--- src/rtl/rice_core_operand_fetch.sv ---
// Operand fetch / issue: reads sources (with execute-result bypass), tracks pending rd in a scoreboard.
// Latency: one cycle from accept to operands on o_ex_*; one instruction per cycle when hazard-free.
// Backpressure: output register holds while o_ex_valid && !i_ex_ready; RAW/WAW hazards drop o_id_ready.
module rice_core_operand_fetch #(
   parameter int XLEN = 32
) (
   input  logic                 i_clk,
   input  logic                 i_rst_n,
   input  logic                 i_flush,
   input  logic                 i_id_valid,
   output logic                 o_id_ready,
   input  logic [XLEN-1:0]      i_id_pc,
   input  logic [4:0]           i_id_rs1,
   input  logic [4:0]           i_id_rs2,
   input  logic [4:0]           i_id_rd,
   input  logic                 i_id_use_rs1,
   input  logic                 i_id_use_rs2,
   input  logic                 i_id_use_rd,
   input  logic [32*XLEN-1:0]   i_register_file,
   input  logic                 i_ex_result_valid,
   input  logic [4:0]           i_ex_result_rd,
   input  logic [XLEN-1:0]      i_ex_result_rd_value,
   input  logic                 i_ex_result_error,
   output logic                 o_ex_valid,
   input  logic                 i_ex_ready,
   output logic [XLEN-1:0]      o_ex_pc,
   output logic [XLEN-1:0]      o_ex_rs1_value,
   output logic [XLEN-1:0]      o_ex_rs2_value,
   output logic [4:0]           o_ex_rd,
   output logic                 o_ex_use_rd
);

   logic [31:0]     r_pending;
   logic            r_ex_valid;
   logic [XLEN-1:0] r_ex_pc;
   logic [XLEN-1:0] r_ex_rs1_value;
   logic [XLEN-1:0] r_ex_rs2_value;
   logic [4:0]      r_ex_rd;
   logic            r_ex_use_rd;

   logic            w_wr_en;
   logic [31:0]     w_clr_vec;
   logic [31:0]     w_set_vec;
   logic [31:0]     w_pend_eff;
   logic            w_raw1;
   logic            w_raw2;
   logic            w_waw;
   logic            w_hazard;
   logic            w_free;
   logic            w_accept;
   logic [XLEN-1:0] w_rs1_value;
   logic [XLEN-1:0] w_rs2_value;

   // Retiring result: which bit clears, and whether the value is architecturally written
   always_comb begin
      w_wr_en   = i_ex_result_valid && (i_ex_result_rd != 5'd0) && !i_ex_result_error;
      w_clr_vec = '0;
      if (i_ex_result_valid) begin
         w_clr_vec[i_ex_result_rd] = 1'b1;
      end
      // An error result still releases its rd; the stale file value flows on and a flush follows
      w_pend_eff = r_pending & ~w_clr_vec;
   end

   // Hazard detection against the scoreboard as it will look after this cycle's clear
   always_comb begin
      w_raw1   = i_id_use_rs1 && (i_id_rs1 != 5'd0) && w_pend_eff[i_id_rs1];
      w_raw2   = i_id_use_rs2 && (i_id_rs2 != 5'd0) && w_pend_eff[i_id_rs2];
      w_waw    = i_id_use_rd  && (i_id_rd  != 5'd0) && w_pend_eff[i_id_rd];
      w_hazard = w_raw1 || w_raw2 || w_waw;
      w_free   = !r_ex_valid || i_ex_ready;
      w_accept = i_id_valid && w_free && !w_hazard && !i_flush;
   end

   assign o_id_ready = w_free && !w_hazard && !i_flush;

   // Source 1 select: x0/unused -> 0, same-cycle writeback bypass, else register file
   always_comb begin
      w_rs1_value = '0;
      if (i_id_use_rs1 && (i_id_rs1 != 5'd0)) begin
         if (w_wr_en && (i_ex_result_rd == i_id_rs1)) w_rs1_value = i_ex_result_rd_value;
         else                                         w_rs1_value = i_register_file[i_id_rs1*XLEN +: XLEN];
      end
   end

   // Source 2 select: same rules as source 1
   always_comb begin
      w_rs2_value = '0;
      if (i_id_use_rs2 && (i_id_rs2 != 5'd0)) begin
         if (w_wr_en && (i_ex_result_rd == i_id_rs2)) w_rs2_value = i_ex_result_rd_value;
         else                                         w_rs2_value = i_register_file[i_id_rs2*XLEN +: XLEN];
      end
   end

   // Destination claimed by an accepted writer; applied after the clear so set wins
   always_comb begin
      w_set_vec = '0;
      if (w_accept && i_id_use_rd && (i_id_rd != 5'd0)) begin
         w_set_vec[i_id_rd] = 1'b1;
      end
   end

   // Scoreboard update; flush wipes everything, bit 0 is kept clear
   always_ff @(posedge i_clk or negedge i_rst_n) begin
      if (!i_rst_n)     r_pending <= '0;
      else if (i_flush) r_pending <= '0;
      else              r_pending <= (w_pend_eff | w_set_vec) & 32'hFFFF_FFFE;
   end

   // Output pipeline register: load on accept, drain when free, hold under backpressure
   always_ff @(posedge i_clk or negedge i_rst_n) begin
      if (!i_rst_n) begin
         r_ex_valid     <= 1'b0;
         r_ex_pc        <= '0;
         r_ex_rs1_value <= '0;
         r_ex_rs2_value <= '0;
         r_ex_rd        <= '0;
         r_ex_use_rd    <= 1'b0;
      end else if (i_flush) begin
         r_ex_valid     <= 1'b0;
      end else if (w_accept) begin
         r_ex_valid     <= 1'b1;
         r_ex_pc        <= i_id_pc;
         r_ex_rs1_value <= w_rs1_value;
         r_ex_rs2_value <= w_rs2_value;
         r_ex_rd        <= i_id_rd;
         r_ex_use_rd    <= i_id_use_rd;
      end else if (w_free) begin
         r_ex_valid     <= 1'b0;
      end
   end

   assign o_ex_valid     = r_ex_valid;
   assign o_ex_pc        = r_ex_pc;
   assign o_ex_rs1_value = r_ex_rs1_value;
   assign o_ex_rs2_value = r_ex_rs2_value;
   assign o_ex_rd        = r_ex_rd;
   assign o_ex_use_rd    = r_ex_use_rd;

endmodule

--- config.mk ---
export PLATFORM = sky130hd
export DESIGN_NAME = rice_core_operand_fetch
export DESIGN_NICKNAME = d
export VERILOG_FILES = /design/src/rtl/rice_core_operand_fetch.sv
export SDC_FILE = /design/constraint.sdc
export NUM_CORES = 1
export LEC_CHECK = 0
export CAP_MARGIN = 20
export CELL_PAD_IN_SITES_DETAIL_PLACEMENT = 0
export CELL_PAD_IN_SITES_GLOBAL_PLACEMENT = 1
export CORE_AREA = 2 2 476 478
export CTS_BUF_LIST = sky130_fd_sc_hd__clkbuf_8 sky130_fd_sc_hd__clkbuf_16
export DETAILED_ROUTE_END_ITERATION = 10
export DIE_AREA = 0 0 478 480
export PLACE_DENSITY = 0.38
export SYNTH_ARGS = -nofsm -noshare
export SYNTH_HDL_FRONTEND = slang
export SYNTH_SLANG_ARGS = --single-unit
--- constraint.sdc ---
create_clock -name i_clk -period 4.9 [get_ports i_clk]
set_input_delay 0.49 -clock i_clk [delete_from_list [all_inputs] [get_ports i_clk]]
set_output_delay 0.49 -clock i_clk [all_outputs]
set_load 0.01 [all_outputs]
==> qor.yml <==
setup_path:
  required_ns: 4.41
  crit_type: "in -> out"
  start_kind: "input pin"
  worstPathArrival_ns: 3.96
  worst_setup_path_end_kind: "output port"
  cp_max_fo: 10
final_layout:
  layout-drive-gt1-share_pct: 33.1
  fin_nets: 3826
  syn_to_final_growth_pct: 69.0
synthesis:
  synth_nets: 2724
  async_flop_share_pct: 100
  synth_enable_flop_cells: 0
  synth-seq-cells: 134
  netlist.area_leader.share_pct: 60.2
  ys_types: 69
  syn_inst: 1606
  synth_area_um2: 23900
  synthTopCellsByArea: "mux4_2 (60%), dfrtp_1 (14%), mux2_4 (5.0%)"
  synthFlopType: "dfrtp_1"
  yosysMostFrequentCell: "mux4_2"
  synth-seq-area-share_pct: 14.0
  synth.avg_cell_area_um2: 14.9
  synth_common_cells: "mux4_2 (640), dfrtp_1 (134), clkbuf_1 (98)"
  yosysTopAreaCell: "mux4_2"
  synth_warnings: 0
global_routing:
  antenna_found_initial: 176
  grt_max_degree: 100
  grt_overflow_total: 0
  grt_pass1_vias: 25200
  grtUsageTotal_pct: 18.4
  grt_pass1_wl_mm: 277
timing:
  tightest_slew_ns: 0.974
  tns_ns: 0
  period_minus_slack_ns: 4.45
  rsz0062_at_grt: "no"
  hold_viol_final: 0
  max_freq_mhz: 225
  fin_crit_sh_pct: 90.8
  fin_worst_skew_ns: 0.0237
  drv_slew: 0
  setup_slack_ns: 0.453
  hold_ws_ns: 0.500
  maxSlewHeadroom_pct: 35.0
  setup_viol_count_final: 0
die:
  coreArea_um2: 224000
  die_h_um: 480
  rows: 174
  die_w_um: 478
  dieArea_um2: 229000
  io_pins: 1222
  start_util_pct: 10.7
clocking:
  cts_tree: "done"
  cts_buffer_depth: 2
  hold_buffers: 1
  cts_setup_buffers: 0
  cts_max_level: 4
  post_cts_resized: 0
  clk_pin_slew_ns: 0.08
  clock_sinks: 134
  insertion_delay_ns: 0.54
  cts_root_buf: "clkbuf_16"
  numCtsBuffers: 17
place:
  place.gp.congestion: 0.853
  port_buffers: 1221
  place_ws_ns: 0.427
  hpwl_mm: 183
route:
  wl_per_cell_um: 37.8
  drt_wl_total_mm: 217
  firstDrtPassIters: 5
  vias: 23800
  drt_iter0_drc: 1661
  antenna_left: 0
  drcViolationCount: 0
  avgViaCountPerCell: 4.14
power_and_ir_drop:
  pwr_density_cell_nw_per_um2: 186
  p_seq_share_pct: 20.5
  combPwrFrac_pct: 59.1
  clock_power_share_pct: 20.4
  switching_share_pct: 37.2
  p_sw_uw: 2800
  p_int_uw: 4730
  p_leak_uw: 0.0133
  peakVddDrop_uv: 274
outcome:
  outcome: "complete, no violations"
worst_hold_path:
  min_path_type: "in -> async"
flow_run:
  maxCapViolCount: 0
-- power by group through the flow --
stage / Clock (uW) / Sequential [uW] / Combinational (uW)
CTS: 1630 / 1560 / 4550
finish: 1540 / 1540 / 4450
global route: 1640 / 1580 / 4670
floorplan: 0 / 1610 / 1830
detailed placement: 0 / 1570 / 4540
global placement: 0 / 1580 / 4520
-- area by class of cell --
type                    count  area [um^2]
inverters                  14         57.6
flip-flops and latches    134         3350
diodes                     29         72.6
fillers                 24400       184000
repair buffers           1301        13100
multi-input cells        1240        19500
well taps                2992         3740
clock buffers              18          439
clock inverters            13          170
-- final timing paths --
| check | startpoint | end | slack [ns] | cells past startpoint |
|---|---|---|---|---|
| setup / recovery | i_ex_result_rd[3] | o_id_ready | 0.45 | 11 |
| max in group asynchronous | i_rst_n | o_ex_rs1_value[17]$_DFFE_PN0P_ | 3.33 | 3 |
| min in group i_clk | o_ex_pc[14]$_DFFE_PN0P_ | o_ex_pc[14]$_DFFE_PN0P_ | 0.51 | 1 |
| setup reg to reg | r_pending[19]$_DFF_PN0_ | o_ex_rs2_value[14]$_DFFE_PN0P_ | 1.75 | 10 |
| hold / removal | i_rst_n | r_pending[18]$_DFF_PN0_ | 0.50 | 2 |
| hold reg to reg | o_ex_pc[14]$_DFFE_PN0P_ | o_ex_pc[14]$_DFFE_PN0P_ | 0.51 | 1 |
-- metal layers --
metal	vias up	track usage, %	wire (um)	part of all wire [%]
met5	-	0	494	0.23
met4	80	2.43	2750	1.3
met3	283	6.39	19400	8.9
met2	1247	33.3	112000	52
met1	12600	21.2	82200	38
li1	9505	-	-	-
-- cells by family (layout without fill, tap and decap cells) --
| group | after synthesis | after routing | synth area share [%] |
|---|---|---|---|
| AOI/OAI and AO/OA | 208 | 208 | 6.52 |
| xor gates and xnor gates | 12 | 12 | 0.439 |
| DFF | 134 | 134 | 14.0 |
| and+or+nand+nor | 186 | 186 | 4.12 |
| muxes | 834 | 834 | 70.2 |
| other | 0 | 29 | 0 |
| buffers and inverters | 232 | 1346 | 4.72 |
-- registers in the layout (all words and copies together), names as in the netlist --
signal / flops
o_ex_rd: 5
r_pending: 31
o_ex_valid: 1
o_ex_pc: 32
o_ex_rs2_value: 32
o_ex_use_rd: 1
o_ex_rs1_value: 32
-- per-stage QoR --
stage	utilization (%)	area, um^2	instances	total power, uW
final	18.0	40400	5741	7530
after global routing	18.0	40400	5718	7890
after CTS	18.0	40400	5712	7740
after detailed placement	17.7	39700	5680	6100
after global placement	17.7	39700	5680	6100
after floorplan	-	23900	1606	3440
-- worst max-delay path: stages --
cell and delay, ns:
clkdlybuf4s50_1 0.72, buf_4 0.24, nand4bb_1 0.45, o21ai_0 0.56, mux2i_1 0.13, o21ai_0 0.23, or4_4 0.19, o21a_2 0.17
nand2_1 0.14, inv_1 0.10, clkdlybuf4s50_1 0.53
-- cells in the final DEF (no fill, tap or decap), types with 5 or more instances in the layout --
master | netlist | final
buf_8 | 0 | 5
mux2i_1 | 81 | 81
buf_12 | 9 | 21
nor3_1 | 10 | 10
xnor2_1 | 5 | 5
o31ai_1 | 19 | 18
mux2_2 | 33 | 33
or2_2 | 9 | 9
o21ai_1 | 12 | 11
diode_2 | 0 | 29
a211oi_1 | 67 | 67
o32ai_1 | 14 | 14
o2111ai_1 | 9 | 9
clkbuf_16 | 0 | 17
nand2_1 | 21 | 21
xor2_1 | 7 | 7
clkdlybuf4s50_1 | 0 | 1211
mux2_4 | 80 | 80
dfrtp_1 | 134 | 134
nor2b_1 | 17 | 17
buf_4 | 7 | 60
mux4_2 | 640 | 640
nor4_1 | 5 | 5
nor2_1 | 81 | 81
o211ai_1 | 16 | 16
a311oi_1 | 5 | 5
nand3_1 | 9 | 8
o21ai_0 | 30 | 30
nand4_1 | 6 | 6
inv_1 | 12 | 12
Power figures use the tool's default switching activity.
